[src/rtl/uart_tx_arbiter.sv]
// rtl/uart_tx_arbiter.sv - message-granular round-robin arbiter feeding one UART transmitter
// The grant is held from a message's first byte to its last, pacing each byte through tx_start/tx_busy.
module uart_tx_arbiter #(
  parameter int NUM_REQ = 4,
  parameter int DATA_W  = 8,
  parameter int IDLE_TO = 255
) (
  input  logic                        clk,
  input  logic                        rst,
  input  logic [NUM_REQ-1:0]          req_valid,
  input  logic [NUM_REQ*DATA_W-1:0]   req_data,
  input  logic [NUM_REQ-1:0]          req_last,
  output logic [NUM_REQ-1:0]          req_ready,
  output logic [DATA_W-1:0]           tx_data,
  output logic                        tx_start,
  input  logic                        tx_busy,
  output logic                        grant_active,
  output logic [2:0]                  grant_id,
  output logic                        msg_abort
);

  typedef enum logic [2:0] {IDLE, SEND, START, WAIT_HI, WAIT_LO} state_t;

  localparam int CNT_W = (IDLE_TO < 2) ? 1 : $clog2(IDLE_TO + 1);
  localparam logic [CNT_W-1:0] CNT_LAST = CNT_W'((IDLE_TO == 0) ? 0 : IDLE_TO - 1);

  state_t              state_q;
  logic [2:0]          ptr_q;
  logic [2:0]          grant_id_q;
  logic [DATA_W-1:0]   tx_data_q;
  logic                tx_start_q;
  logic                grant_active_q;
  logic                msg_abort_q;
  logic                last_q;
  logic [CNT_W-1:0]    idle_cnt_q;

  logic [NUM_REQ-1:0]  gnt_oh;
  logic                g_valid;
  logic                g_last;
  logic [DATA_W-1:0]   g_data;
  logic                pick_found;
  logic [2:0]          grant_id_d;
  logic [2:0]          ptr_d;
  logic                send_ok;
  logic                hs;

  // Route the granted requester's byte lane.
  always_comb begin
    gnt_oh  = '0;
    g_valid = 1'b0;
    g_last  = 1'b0;
    g_data  = '0;
    for (int i = 0; i < NUM_REQ; i++) begin
      if (grant_id_q == 3'(i)) begin
        gnt_oh[i] = 1'b1;
        g_valid   = req_valid[i];
        g_last    = req_last[i];
        g_data    = req_data[i*DATA_W +: DATA_W];
      end
    end
  end

  // First valid requester at or above ptr_q, wrapping modulo NUM_REQ.
  always_comb begin
    pick_found = 1'b0;
    grant_id_d = '0;
    for (int k = 0; k < NUM_REQ; k++) begin
      for (int j = 0; j < NUM_REQ; j++) begin
        if (!pick_found && req_valid[j] &&
            ((int'(ptr_q) + k == j) || (int'(ptr_q) + k == j + NUM_REQ))) begin
          pick_found = 1'b1;
          grant_id_d = 3'(j);
        end
      end
    end
  end

  assign ptr_d   = (grant_id_q == 3'(NUM_REQ - 1)) ? 3'd0 : grant_id_q + 3'd1;
  assign send_ok = (state_q == SEND) && !tx_busy;
  assign hs      = send_ok && g_valid;

  assign req_ready    = gnt_oh & {NUM_REQ{send_ok}};
  assign tx_data      = tx_data_q;
  assign tx_start     = tx_start_q;
  assign grant_active = grant_active_q;
  assign grant_id     = grant_id_q;
  assign msg_abort    = msg_abort_q;

  always_ff @(posedge clk or posedge rst) begin
    if (rst) begin
      state_q        <= IDLE;
      ptr_q          <= '0;
      grant_id_q     <= '0;
      tx_data_q      <= '0;
      tx_start_q     <= 1'b0;
      grant_active_q <= 1'b0;
      msg_abort_q    <= 1'b0;
      last_q         <= 1'b0;
      idle_cnt_q     <= '0;
    end else begin
      tx_start_q  <= 1'b0;
      msg_abort_q <= 1'b0;
      case (state_q)
        IDLE: begin
          if (pick_found) begin
            grant_id_q     <= grant_id_d;
            grant_active_q <= 1'b1;
            idle_cnt_q     <= '0;
            state_q        <= SEND;
          end
        end
        SEND: begin
          // A handshake takes precedence over a coincident timeout expiry.
          if (hs) begin
            tx_data_q  <= g_data;
            last_q     <= g_last;
            idle_cnt_q <= '0;
            tx_start_q <= 1'b1;
            state_q    <= START;
          end else if (!g_valid) begin
            if ((IDLE_TO != 0) && (idle_cnt_q == CNT_LAST)) begin
              msg_abort_q    <= 1'b1;
              grant_active_q <= 1'b0;
              ptr_q          <= ptr_d;
              idle_cnt_q     <= '0;
              state_q        <= IDLE;
            end else begin
              idle_cnt_q <= idle_cnt_q + CNT_W'(1);
            end
          end
        end
        START: state_q <= WAIT_HI;
        WAIT_HI: begin
          if (tx_busy) state_q <= WAIT_LO;
        end
        WAIT_LO: begin
          if (!tx_busy) begin
            if (last_q) begin
              grant_active_q <= 1'b0;
              ptr_q          <= ptr_d;
              state_q        <= IDLE;
            end else begin
              state_q <= SEND;
            end
          end
        end
        default: state_q <= IDLE;
      endcase
    end
  end

endmodule

[config.mk]
export PLATFORM = sky130hd
export DESIGN_NAME = uart_tx_arbiter
export DESIGN_NICKNAME = d
export VERILOG_FILES = /design/src/rtl/uart_tx_arbiter.sv
export SDC_FILE = /design/constraint.sdc
export NUM_CORES = 1
export LEC_CHECK = 0
export BUFFER_PORTS_ARGS = -buffer_cell sky130_fd_sc_hd__buf_4
export CAP_MARGIN = 15
export CORE_ASPECT_RATIO = 0.5
export CORE_UTILIZATION = 35
export CTS_BUF_LIST = sky130_fd_sc_hd__clkbuf_8
export CTS_CLUSTER_DIAMETER = 50
export DETAILED_ROUTE_END_ITERATION = 10
export GPL_ROUTABILITY_DRIVEN = 1
export HOLD_SLACK_MARGIN = 0.02
export REMOVE_ABC_BUFFERS = 1
export SLEW_MARGIN = 15
export SYNTH_ARGS = -nofsm -noshare
export SYNTH_HDL_FRONTEND = slang
export SYNTH_SLANG_ARGS = --single-unit
export TNS_END_PERCENT = 30
[constraint.sdc]
create_clock -name clk -period 2.2 [get_ports clk]
set_input_delay 0.22 -clock clk [delete_from_list [all_inputs] [get_ports clk]]
set_output_delay 0.22 -clock clk [all_outputs]
set_load 0.005 [all_outputs]
* Word-level counts from Yosys, hierarchy flattened
Index checks and enable logic that the tools add are counted.
** Word-level totals
- Bits in registers :: 29
- Bits in latches :: 0
- Bits in writable memories :: 0
- Bits in read-only memories :: 0
- Output and inout bits :: 18
- Memories kept :: 0
** Cells by class
- $add $sub $neg :: 5
- Multipliers :: 0
- Divide/modulo/power cells :: 0
- Order comparisons :: 0
- Eq/ne operators :: 45
- Shift operators :: 0
- Mux-type cells :: 80
- Bitwise operators :: 1
- Reductions and logical operators :: 80
** Operators by type and width (number)
- $eq A32 B4 Y1 const B :: 9
- $eq A32 B3 Y1 const B :: 6
- $logic_not A32 Y1 :: 4
- $eq A32 B2 Y1 const B :: 3
- $mux W3 :: 26
- $mux W8 :: 8
- $mux W1 :: 42
- $logic_and A1 B1 Y1 :: 33
- $eq A3 B2 Y1 const B :: 6
- $logic_not A1 Y1 :: 16
- $logic_or A1 B1 Y1 :: 16
- $pmux W8 S2 :: 1
- $eq A3 B3 Y1 const B :: 5
- $pmux W3 S5 :: 1
- $eq A4 B3 Y1 const B :: 3
- $ne A2 B2 Y1 const B :: 6
- $eq A3 B1 Y1 const B :: 3
- $add A3 B2 Y4 const B :: 2
- $add A8 B1 Y8 const B :: 1
- $eq A8 B8 Y1 const B :: 1
- $reduce_and A7 Y1 :: 1
- $logic_not A3 Y1 :: 2
- $pmux W3 S2 :: 1
- $reduce_and A6 Y1 :: 1
- other kinds (12) :: 14

* Longest topological paths before layout
- Depth in word-level cells :: 66
- Depth in mapped cells :: 9
- Mapped depth without buffers :: 7

* Least setup slack after synthesis
OpenSTA, ideal clock, no wires.
- Kind :: flip-flop to flip-flop
- From :: register grant_id_q[1] (netlist: grant_id[1])
- To :: register idle_cnt_q[7]
- Setup time :: 0.104 ns
- Arrival :: 1.953 ns
- Required time :: 2.096 ns
- Slack :: 0.143 ns
- Cell stages (with the launch flop) :: 10
- Path buffers :: 2
- Clock period less this slack :: 2.057 ns
- Cells stage by stage :: dfrtp_1 > inv_1 > ha_1 > buf_6 > a211oi_2 > a211o_4 > o221ai_4 > or2_1 > buf_6 > o41ai_2
** Between the ends
- Word-level cells in the longest chain between the ends :: 8
- Elaborated cells on any way between the ends :: 13
- Classes of those cells :: eq/ne (4); mux (6); reduce/logical (3)
** RTL lines
- from (decl) :: RTL line 29 : logic [2:0] grant_id_q;
- from (signal assigned) :: RTL line 106 : grant_id_q <= grant_id_d;
- $logic_not A3 Y1 :: RTL line 54 : if (grant_id_q == 3'(i)) begin
- $mux W1 (3 in series) :: RTL line 54
- $mux W1 (*) :: RTL line 54
- $logic_and A1 B1 Y1 :: RTL line 80 : assign hs = send_ok && g_valid;
- $ne A3 B3 Y1 (no line) / $mux W8 (equally long branches)
- $reduce_and A3 Y1 (no line) / $pmux W8 S2 (equally long branches)
- to (signal assigned) :: RTL line 128 : idle_cnt_q <= idle_cnt_q + CNT_W'(1);
- to (decl) :: RTL line 35 : logic [CNT_W-1:0] idle_cnt_q;
Mark *: on every way between the ends. The rest lies on a longest branch, timed or not.
A chain may end at the register's enable or synchronous reset.

* Worst setup path in the final report
- From :: register grant_id_q[1] (netlist: grant_id[1])
- To :: register idle_cnt_q[6]
The elaborated chain is that of the path after synthesis.

==> out/metrics.csv <==
stage,metric,value,unit
run_status,outcome,"complete, no violations",
sta,fmax,0.475,GHz
critical_path,rrSetupSlack,100,ps
clock_network,path_clk_slew,100,ps
floorplan,coreArea,4980,um^2
grt,grt_pass1_wl,7.45,mm
floorplan,die_area,5540,um^2
layout,final_area,2510,um^2
critical_path,crit_type,flop to flop,
synth,syn_inst,214,
power_and_ir_drop,p_switching,1.27,mW
power_and_ir_drop,power,3.04,mW
synth,yosys.area.top_type,dfrtp_1,
power_and_ir_drop,sw_frac_of_total,41.6,%
place,dpl_cell_area,2410,um^2
grt,grt_antenna_before_repair,0,
power_and_ir_drop,combPwrFrac,63.6,%
power_and_ir_drop,leakage,1.13,nW
critical_path,reg2reg_to,idle_cnt_q[6],
critical_path,worstReg2RegStart,grant_id[1],
clock_network,cts_tree,done,
drt,drc,0,
sta,finalCriticalPeriod,2100,ps
sta,finalSetupViolations,0,
synth,yosysSeqAreaShare,36.9,%
synth,netlist_area,1830,um^2
layout,area_growth,37.3,%
synth,yosys-top-cells-area,"dfrtp_1 37%, a21oi_1 7.7%, ha_1 4.1%",
min_path,hold_path_class,input port to flop,
power_and_ir_drop,peakVddDrop,0.410,mV
critical_path,required,2370,ps
place,port-buffer-count,59,
drt,ant_nets,0,
drt,vias_per_cell,5.09,
grt,track_usage,17.0,%
clock_network,cts-buffers-inserted,3,
floorplan,die_w,104,um
sta,maxSlewHeadroom,62.7,%
floorplan,die_h,53.2,um
drt,via_count,1791,
clock_network,numClockSinks,27,
layout,fin_nets,332,
synth,yosys-top-cells-count,"28 x a21oi_1, 27 x dfrtp_1, 18 x nand2_1",
clock_network,clock_latency,280,ps
clock_network,h-tree-depth,1,
critical_path,worstSetupStartpoint,grant_id[1],
sta,rsz0062_at_grt,false,
floorplan,initial_utilization,36.8,%
place,gp_congestion,0.755,
sta,worst_pin_slew,556,ps
layout,drive_gt1_share,33.7,%
power_and_ir_drop,seq_power_share,26.5,%
critical_path,crit_end,idle_cnt_q[6],
synth,ys.flop_type,dfrtp_1,
drt,wl,4.59,mm
critical_path,r2r_cells,8,
layout,diodes,0,
clock_network,root_buffer,clkbuf_8,
synth,yosysWarningCount,0,
sta,fin_skew,7.62,ps
critical_path,worstPathMaxFanout,6,
sta,setup_tns,0,ps
synth,ys_async_sr_fraction,100,%
sta,final_hold_viol_count,0,
power_and_ir_drop,internal-power,1.78,mW
synth,ys_ff_latch,27,
flow_run,max_cap_violations,0,
synth,synth_top_area_share,36.9,%
sta,period_share,95.6,%
synth,synth_edf_count,0,
power_and_ir_drop,p_per_area,1210,nW/um^2
sta,maxSlewViolCount,0,
floorplan,ios,61,
power_and_ir_drop,clkPwrFrac,9.8,%
critical_path,worst_ep_arrival_time,2270,ps
clock_network,clk_path_buf_depth,2,
synth,synth_cell_types,50,
critical_path,endpoint_kind,flop,
place,dpl.hpwl,3.44,mm
synth,syn_area_per_cell,8.56,um^2
drt,routedWlPerCell,13.0,um
drt,dr.first_iter.drc_count,71,
grt,grt_pass1_vias,1637,
synth,yosys.cell_count.top_type,a21oi_1,
layout,fin_util,50.5,%
drt,firstDrtPassIters,4,
grt,grt_max_degree,28,
grt,grt_remaining_overflow,0,
floorplan,row_count,18,
critical_path,cp-start-kind,flop,
==> registers in the layout, summed over array words and instances (netlist names) <==
signal / flops
idle_cnt_q: 8
tx_data: 8
state_q: 3
grant_id: 2
ptr_q: 2
grant_active: 1
last_q: 1
msg_abort: 1
tx_start: 1
==> power groups by stage <==
stage / clock network, mW / logic, mW / registers (mW)
6_report: 0.299 / 1.94 / 0.807
5_1_grt: 0.332 / 2.16 / 0.838
4_1_cts: 0.320 / 1.86 / 0.803
3_5_place_dp: 0 / 1.85 / 0.812
3_3_place_gp: 0 / 1.82 / 0.802
2_1_floorplan: 0 / 1.12 / 0.831
==> final cells by class <==
type                       count  area, um^2
clock buffer                   3        41.3
clock inverter                 1        8.76
fill                         484        2460
inverter                      13        48.8
multi-input combinational    161        1050
sequential                    27         677
tap                           70        87.6
timing repair buffer          77         597
==> logic make-up (layout without fill, tap and decap cells) <==
logic type	after synthesis	in the layout	synth area share, %
other	1	1	0.205
AND/OR/NAND/NOR	74	74	21.2
XOR/XNOR	1	1	0.478
buffers and inverters	26	94	6.56
multiplexers	2	2	1.16
flip-flops	27	27	36.9
AO/OA/AOI/OAI	77	77	29.4
adder cells (fa/ha/maj)	6	6	4.10
==> what timing repair did <==
| action | CTS | global route |
|---|---|---|
| pin swaps | 0 | 2 |
| hold buffers | 1 | 0 |
| setup endpoints to repair | 2 | 9 |
| gates resized for setup | 1 | 6 |
| endpoints found under the hold margin | 27 | 0 |
| setup buffers | 0 | 3 |
==> worst min path at each step <==
stage                  from       endpoint  slack [ps]  depth (start not counted)
CTS                 tx_busy     state_q[1]         210                          2
global placement        rst  idle_cnt_q[6]         320                          3
detailed placement      rst  idle_cnt_q[6]         320                          3
global route        tx_busy     state_q[1]         230                          2
floorplan               rst   grant_active         270                          1
finish              tx_busy     state_q[1]         220                          2
==> worst max-delay path, cell delays in order, from the launching register on <==
cell and delay [ps]:
dfrtp_1 430, inv_2 70, ha_1 210, nand3b_1 200, a211o_4 400, o221ai_4 270, buf_6 150, a2bb2oi_1 160
o31ai_1 90
==> cell usage in the layout (no fill, tap or decap), drive strengths merged, types with 8 or more instances in the layout <==
master	Yosys	final
buf	6	76
a21oi	28	28
dfrtp	27	27
nand2	18	18
nor2	15	15
o21ai	15	15
inv	13	14
nor3	8	8
==> per-layer routing <==
layer / GRT usage [%] / share of wire, %
met5: 0 / 0
met4: 2.62 / 0.33
met3: 3.57 / 5.3
met2: 30.7 / 50
met1: 21.6 / 45
==> per-stage QoR <==
step	hold slack (ps)	setup WS (ps)	instances
floorplan	273	-105	201
global placement	316	100	344
detailed placement	324	-35.3	344
CTS	208	33.9	349
global route	235	0.159	352
finish	219	96.1	352
Power figures use the tool's default switching activity.
